[src/rtl/ahb2_arbiter.sv]
// AHB2 bus arbiter: one-hot registered grant, fixed-length burst locking, fixed-priority or round-robin.
// Optional SPLIT masking with the hsplit release port is enabled by defining AHB2_ARB_SPLIT_EN.
module ahb2_arbiter #(
    parameter int NUM_MST  = 4,
    parameter int ARB_MODE = 1,
    parameter int DEF_MST  = 0,
    parameter int MST_W    = $clog2(NUM_MST)
) (
    input  logic               hclk,
    input  logic               hreset_n,
    input  logic [NUM_MST-1:0] hbusreq,
    input  logic [1:0]         htrans,
    input  logic [2:0]         hburst,
    input  logic               hready,
    input  logic [1:0]         hresp,
`ifdef AHB2_ARB_SPLIT_EN
    input  logic [NUM_MST-1:0] hsplit,
`endif
    output logic [NUM_MST-1:0] hgrant,
    output logic [MST_W-1:0]   hmaster,
    output logic [MST_W-1:0]   hmaster_data
);

    typedef enum logic [1:0] {TR_IDLE, TR_BUSY, TR_NONSEQ, TR_SEQ} htrans_e;
    typedef enum logic [1:0] {RSP_OKAY, RSP_ERROR, RSP_RETRY, RSP_SPLIT} hresp_e;
    typedef enum logic [2:0] {
        BU_SINGLE, BU_INCR, BU_WRAP4, BU_INCR4, BU_WRAP8, BU_INCR8, BU_WRAP16, BU_INCR16
    } hburst_e;

    localparam int unsigned        N       = NUM_MST;
    localparam logic [MST_W-1:0]   DEF_IDX = MST_W'(DEF_MST);
    localparam logic [NUM_MST-1:0] DEF_GNT = {{(NUM_MST-1){1'b0}}, 1'b1} << DEF_MST;

    logic [4:0]         rem_q, rem_d;
    logic [NUM_MST-1:0] hgrant_q, hgrant_d;
    logic [MST_W-1:0]   gnt_idx_q, gnt_idx_d;
    logic [MST_W-1:0]   rr_ptr_q, rr_ptr_d;
    logic [MST_W-1:0]   hmaster_q, hmaster_d;
    logic [MST_W-1:0]   hmaster_data_q, hmaster_data_d;
    logic [NUM_MST-1:0] split_mask;
    logic [NUM_MST-1:0] elig;
    logic [MST_W-1:0]   win_idx;
    logic [MST_W-1:0]   sel;
    logic               found;
    int unsigned        cand;
    logic [4:0]         burst_beats;
    logic               fixed_burst;
    logic               arb_open;

    always_comb begin
        burst_beats = '0;
        fixed_burst = 1'b1;
        case (hburst_e'(hburst))
            BU_WRAP4,  BU_INCR4:  burst_beats = 5'd3;
            BU_WRAP8,  BU_INCR8:  burst_beats = 5'd7;
            BU_WRAP16, BU_INCR16: burst_beats = 5'd15;
            default:              fixed_burst = 1'b0;
        endcase
    end

    // Any non-OKAY response accepted with hready terminates the burst early.
    always_comb begin
        rem_d = rem_q;
        if (hready) begin
            if (hresp_e'(hresp) != RSP_OKAY) begin
                rem_d = '0;
            end else begin
                case (htrans_e'(htrans))
                    TR_NONSEQ: rem_d = burst_beats;
                    TR_SEQ:    if (rem_q != '0) rem_d = rem_q - 5'd1;
                    TR_IDLE:   rem_d = '0;
                    default:   rem_d = rem_q;
                endcase
            end
        end
    end

    assign arb_open = (rem_q <= 5'd1) &&
                      !(hready && (htrans_e'(htrans) == TR_NONSEQ) && fixed_burst);
    assign elig     = hbusreq & ~split_mask;

    always_comb begin
        win_idx = DEF_IDX;
        found   = 1'b0;
        cand    = 0;
        sel     = '0;
        if (ARB_MODE == 0) begin
            for (int unsigned i = 0; i < N; i++) begin
                sel = i[MST_W-1:0];
                if (!found && elig[sel]) begin
                    win_idx = sel;
                    found   = 1'b1;
                end
            end
        end else begin
            // Search ends on rr_ptr itself, so a sole requester keeps its grant.
            for (int unsigned k = 1; k <= N; k++) begin
                cand = (int'(rr_ptr_q) + k) % N;
                sel  = cand[MST_W-1:0];
                if (!found && elig[sel]) begin
                    win_idx = sel;
                    found   = 1'b1;
                end
            end
        end
    end

    always_comb begin
        hgrant_d       = hgrant_q;
        gnt_idx_d      = gnt_idx_q;
        rr_ptr_d       = rr_ptr_q;
        hmaster_d      = hmaster_q;
        hmaster_data_d = hmaster_data_q;
        if (arb_open) begin
            gnt_idx_d = win_idx;
            hgrant_d  = {{(NUM_MST-1){1'b0}}, 1'b1} << win_idx;
            if ((elig != '0) && (win_idx != gnt_idx_q)) rr_ptr_d = win_idx;
        end
        if (hready) begin
            hmaster_d      = gnt_idx_q;
            hmaster_data_d = hmaster_q;
        end
    end

    always_ff @(posedge hclk or negedge hreset_n) begin
        if (!hreset_n) begin
            rem_q          <= '0;
            hgrant_q       <= DEF_GNT;
            gnt_idx_q      <= DEF_IDX;
            rr_ptr_q       <= DEF_IDX;
            hmaster_q      <= DEF_IDX;
            hmaster_data_q <= DEF_IDX;
        end else begin
            rem_q          <= rem_d;
            hgrant_q       <= hgrant_d;
            gnt_idx_q      <= gnt_idx_d;
            rr_ptr_q       <= rr_ptr_d;
            hmaster_q      <= hmaster_d;
            hmaster_data_q <= hmaster_data_d;
        end
    end

`ifdef AHB2_ARB_SPLIT_EN
    logic [NUM_MST-1:0] split_mask_q, split_mask_d;

    // Release after set so a same-cycle hsplit clear wins.
    always_comb begin
        split_mask_d = split_mask_q;
        if (hready && (hresp_e'(hresp) == RSP_SPLIT) && (hmaster_data_q != DEF_IDX))
            split_mask_d[hmaster_data_q] = 1'b1;
        split_mask_d = split_mask_d & ~hsplit;
    end

    always_ff @(posedge hclk or negedge hreset_n) begin
        if (!hreset_n) split_mask_q <= '0;
        else           split_mask_q <= split_mask_d;
    end

    assign split_mask = split_mask_q;
`else
    assign split_mask = '0;
`endif

    assign hgrant       = hgrant_q;
    assign hmaster      = hmaster_q;
    assign hmaster_data = hmaster_data_q;

endmodule

[config.mk]
export PLATFORM = sky130hd
export DESIGN_NAME = ahb2_arbiter
export DESIGN_NICKNAME = d
export VERILOG_FILES = /design/src/rtl/ahb2_arbiter.sv
export SDC_FILE = /design/constraint.sdc
export NUM_CORES = 1
export LEC_CHECK = 0
export BUFFER_PORTS_ARGS = -buffer_cell sky130_fd_sc_hd__buf_2
export CAP_MARGIN = 20
export CORE_MARGIN = 2
export CORE_UTILIZATION = 48
export DETAILED_ROUTE_END_ITERATION = 6
export PLACE_DENSITY = 0.74
export SYNTH_ARGS = -nofsm -noshare
export SYNTH_HDL_FRONTEND = slang
export SYNTH_SLANG_ARGS = --single-unit
export TNS_END_PERCENT = 30
[constraint.sdc]
create_clock -name hclk -period 1.4 [get_ports hclk]
set_input_delay 0.28 -clock hclk [delete_from_list [all_inputs] [get_ports hclk]]
set_output_delay 0.28 -clock hclk [all_outputs]
set_load 0.01 [all_outputs]
# Word level (Yosys, flattened, before mapping)
# Index checks and enable logic that the tools add are counted.
dict set report word_totals {
  register_bits 17
  input_bits 14
  word_cells 69
}
dict set report op_classes {
  add_sub_neg 5
  magnitude_cmp 5
  eq_ne 10
  shift 1
  muxes 20
  n_reduce_logical 22
}
# cell count
set op_table {}
lappend op_table {{$pmux W5 S3} 1}
lappend op_table {{$eq A3 B3 Y1 const B} 4}
lappend op_table {{$lt A2 B3 Y1 const B} 4}
lappend op_table {{$pmux W4 S3} 1}
lappend op_table {{$mux W5} 2}
lappend op_table {{$bmux W1 S2} 4}
lappend op_table {{$mux W1} 8}
lappend op_table {{$mux W2} 4}
lappend op_table {{$reduce_bool A4 Y1} 2}
lappend op_table {{$logic_and A1 B1 Y1} 7}
lappend op_table {{$eq A3 B2 Y1 const B} 2}
lappend op_table {{$reduce_or A2 Y1} 3}
lappend op_table {{$reduce_or A6 Y1} 1}
lappend op_table {{$le A5 B1 Y1 const B} 1}
lappend op_table {{$reduce_bool A5 Y1} 1}
lappend op_table {{$sub A5 B1 Y5 const B} 1}
lappend op_table {{$add A2 B1 Y2 const B} 2}
lappend op_table {{$add A2 B2 Y2 const B} 2}
lappend op_table {{$eq A2 B2 Y1 const B} 2}
lappend op_table {{$logic_not A1 Y1} 4}
lappend op_table {{$shl A1 B2 Y4 const A} 1}
lappend op_table {{$ne A3 B3 Y1 const B} 1}
lappend op_table {{$reduce_and A3 Y1} 1}
lappend op_table {{$logic_not A2 Y1} 1}
lappend op_table {{other kinds (3)} 3}

# Depth between registers and ports, before layout
dict set report depth {
  word_depth 16
  depth_mapped 8
  ltp_nobuf 7
}

# Least setup slack after synthesis
# No wires, ideal clock.
dict set report synth_timing {
  path_kind {register -> register}
  startpoint {register rr_ptr_q[1]}
  endpoint {register rr_ptr_q[0]}
  arrival_time_ps 1390
  path_slack_ps -111
  path_stages_with_launch 7
  synth_period_minus_slack_ps 1511
  path_cell_list {dfrtp_1 > buf_6 > nand2b_1 > a21boi_2 > o21ai_1 > o32a_1 > o22a_1}
}
dict set report synth_via {
  elab_chain_len 16
}
# element line
set synth_lines {}
lappend synth_lines {{start: declaration} 37} ;# logic [MST_W-1:0] rr_ptr_q, rr_ptr_d;
lappend synth_lines {{start signal: assignment} 137} ;# rr_ptr_q <= rr_ptr_d;
lappend synth_lines {{$add A2 B1 Y2} 98} ;# cand = (int'(rr_ptr_q) + k) % N;
lappend synth_lines {{$bmux W1 S2} 100} ;# if (!found && elig[sel]) begin
lappend synth_lines {{$mux W1 (implied by the code)} 100}
lappend synth_lines {{$mux W1} 100}
lappend synth_lines {{$logic_not A1 Y1} 100}
lappend synth_lines {{$logic_and A1 B1 Y1} 100}
lappend synth_lines {{$mux W1} 100}
lappend synth_lines {{$logic_not A1 Y1} 100}
lappend synth_lines {{$logic_and A1 B1 Y1} 100}
lappend synth_lines {{$mux W1} 100}
lappend synth_lines {{$logic_not A1 Y1} 100}
lappend synth_lines {{$logic_and A1 B1 Y1} 100}
lappend synth_lines {{$mux W2 (*)} 100}
lappend synth_lines {{$ne A2 B2 Y1} 117} ;# if ((elig != '0) && (win_idx != gnt_idx_q)) rr_ptr_d = win_idx;
lappend synth_lines {{$logic_and A1 B1 Y1} 117}
lappend synth_lines {{$reduce_and A2 Y1 (no source line)} -}
# Mark *: on every way between the ends. The rest lies on a longest branch, timed or not. The select of a mux whose other input is x is not followed.
# A chain may end at the register's enable or synchronous reset.

# Worst setup path after layout
dict set report layout_timing {
  startpoint {register rem_q[4]}
  endpoint {register rr_ptr_q[1]}
}
dict set report layout_via {
  elab_chain_len 3
}
# element line
set layout_lines {}
lappend layout_lines {{start: declaration} 34} ;# logic [4:0] rem_q, rem_d;
lappend layout_lines {{start signal: assignment} 134} ;# rem_q <= rem_d;
lappend layout_lines {{$le A5 B1 Y1} 78} ;# assign arb_open = (rem_q <= 5'd1) &&
lappend layout_lines {{$logic_and A1 B1 Y1} 78}
lappend layout_lines {{$reduce_and A2 Y1 (no source line)} -}
# Every way passes these cells.

==> results.yml <==
floorplanning:
  num_rows: 16
  die_w_um: 50.6
  die_h_um: 50.6
  ios: 22
  dieArea_um2: 2560
  initial_core_util_pct: 52.0
  core_um2: 2000
yosys:
  yosysTopAreaCellShare_pct: 38.5
  synth_nets: 117
  synth_cell_types: 43
  ys_ff_latch: 17
  synthTopCellsByCount: "16 x dfrtp_1, 9 x nor2_1, 5 x inv_1"
  netlist_area_um2: 1040
  synthTopCellsByArea: "dfrtp_1 38%, ha_1 4.8%, mux2_2 4.3%"
  syn_area_per_cell_um2: 10.5
  ys.flop_type: "dfrtp_1"
  async_flop_share_pct: 100
  synth-edff-count: 0
  synth_warnings: 0
  synth_most_common_cell: "dfrtp_1"
  synth_top_area_cell: "dfrtp_1"
  yosysSeqAreaShare_pct: 41.0
  synthCells: 99
finish:
  nets: 171
  diodes: 0
  fill_cells: 153
  drive_above_1_share_pct: 50.0
  syn_to_final_growth_pct: 41.7
cts:
  htree_num_levels: 1
  clk_path_buf_depth: 2
  cts_made_buffers: 3
  clockRootBuffer: "clkbuf_4"
  clkTransAtPathRegs_ns: 0.10
  worstSkewPairLatency_ns: 0.30
  cts_tree: "done"
  cts_sinks: 17
routing:
  avgRoutedWirePerCell_um: 13.8
  routed_wl_um: 2470
  viasPerCell: 5.45
  drtPass1Iterations: 4
  via_count: 975
  drtAntennaViolNets: 0
  drt_iter0_drc: 8
  drc_errors: 0
timing:
  fin_crit_sh_pct: 116
  max_freq_mhz: 617
  hold_viol: 0
  worst_slack_ns: -0.221
  maxSlewViolCount: 0
  finalSetupViolations: 13
  relSlewSlack_pct: 75.4
  fin_crit_ns: 1.62
  tightest_slew_ns: 0.368
  finClkSkew_ns: 0.00187
  setup_tns_ns: -1.26
  rsz0062_at_grt: "yes"
worst_setup_path:
  crit_required_ns: 1.59
  crit_path_start_kind: "register"
  crit_start: "rem_q[4]"
  crit_path_end_kind: "register"
  crit_arrival_ns: 1.81
  critical_path.max_fanout: 4
  r2r-start: "rem_q[4]"
  criticalPathCategory: "register to register"
grt:
  met1_usage_pct: 25.8
  grt_util_met2_pct: 45.0
  busiest_layer: "met2"
  grt_use_met3_pct: 2.98
  grt_usage_pct: 23.4
  grt_pass1_wl_um: 4510
  antenna_found_initial: 0
  grt_pass1_vias: 1004
  grt_max_degree: 18
  grt-ovfl-total: 0
power_and_ir_drop:
  vdd_drop_max_v: 0.000776
  power_density_nw_per_um2: 1530
  p_leak_nw: 0.701
placement:
  preCtsSetupSlack_ns: -0.341
  dp_hpwl_um: 1900
  gp_congestion: 0.848
  io_buffers: 20
status:
  status: "finished, violations left"
  failed_checks: "negative setup slack"
job:
  drv_cap: 0
hold_path:
  hp-class: "input port to asynchronous set/reset pin"
per-stage QoR:
step / util [%] / hold slack, ns / cell area [um2] / power [mW] / cells
CTS: 73.3 / 0.402 / 1470 / 2.26 / 179
finish: 73.7 / 0.408 / 1480 / 2.26 / 179
floorplan: - / -0.0156 / 1050 / 1.48 / 99
detailed placement: 67.6 / 0.221 / 1350 / 1.91 / 169
global route: 73.7 / 0.415 / 1480 / 2.44 / 179
global placement: 67.6 / 0.214 / 1350 / 1.85 / 169
kinds of logic after synthesis:
kind of cell / Yosys count / share of synthesized area, %
buffers and inverters: 7 / 3.37
adders and majority gates: 4 / 4.81
and+or+nand+nor: 28 / 15.0
AOI/OAI and AO/OA: 37 / 29.7
xor gates and xnor gates: 1 / 0.841
muxes: 5 / 5.29
DFF: 17 / 41.0
power breakdown:
part	switching (mW)	internal, mW	total, mW
sequential	0.136	0.682	0.818
combinational	0.536	0.634	1.17
clock	0.168	0.107	0.274
layout make-up:
cell class	instances	area, um2	share of cell area, %
multi-input cells	75	628	42.6
flip-flops and latches	17	428	29.0
repair buffers	51	339	23.0
well taps	27	33.8	2.29
clock buffers	3	22.5	1.53
inverters	5	18.8	1.27
clock inverters	1	5.00	0.339
layer usage:
metal  part of all wire [%]  vias to the layer above  wire [um]
li1                       -                      482          -
met1                     39                      474        967
met2                     57                       17       1420
met3                    2.3                        2         57
met4                   0.93                        0         23
met5                      0                        -          0
path summary, 6_finish.rpt:
path                                to  slack, ns  cells after the start
setup / recovery           rr_ptr_q[1]      -0.22                      5
max in group asynchronous    hgrant[0]       0.68                      2
hold reg to reg              hgrant[2]       0.52                      1
hold / removal               hgrant[1]       0.41                      2
min in group hclk           hmaster[0]       0.41                      3
setup reg to reg           rr_ptr_q[1]      -0.22                      5
cells in the final DEF (no fill, tap or decap), types with 3 or more instances in the layout:
master and instances:
o211ai_1 3, clkbuf_4 3, a21o_1 3, o31ai_1 3, dfrtp_1 15, nand2_1 3, mux2_2 4, buf_2 20
buf_4 29, inv_1 4, a22o_1 4, nand2b_1 4, nor2_1 9
flip-flops by register name (all words and copies together), names as in the netlist:
signal	flops
gnt_idx_q	2
hgrant	4
hmaster	2
hmaster_data	2
rem_q	5
rr_ptr_q	2
repair_timing:
action | in CTS | in global routing
endpoints found under the setup margin | 13 | 13
hold endpoints to repair | 16 | 0
gates resized for setup | 10 | 4
pin swaps | 11 | 7
buffers inserted | 5 | 1
hold buffers | 1 | 0
worst max-delay path, stage by stage, from the launching register on:
cell and delay (ns):
dfrtp_1 0.40, nor3_2 0.23, o211ai_1 0.19, or3_1 0.38
a311oi_2 0.23, a211oi_1 0.08
(Power assumes the default switching activity.)
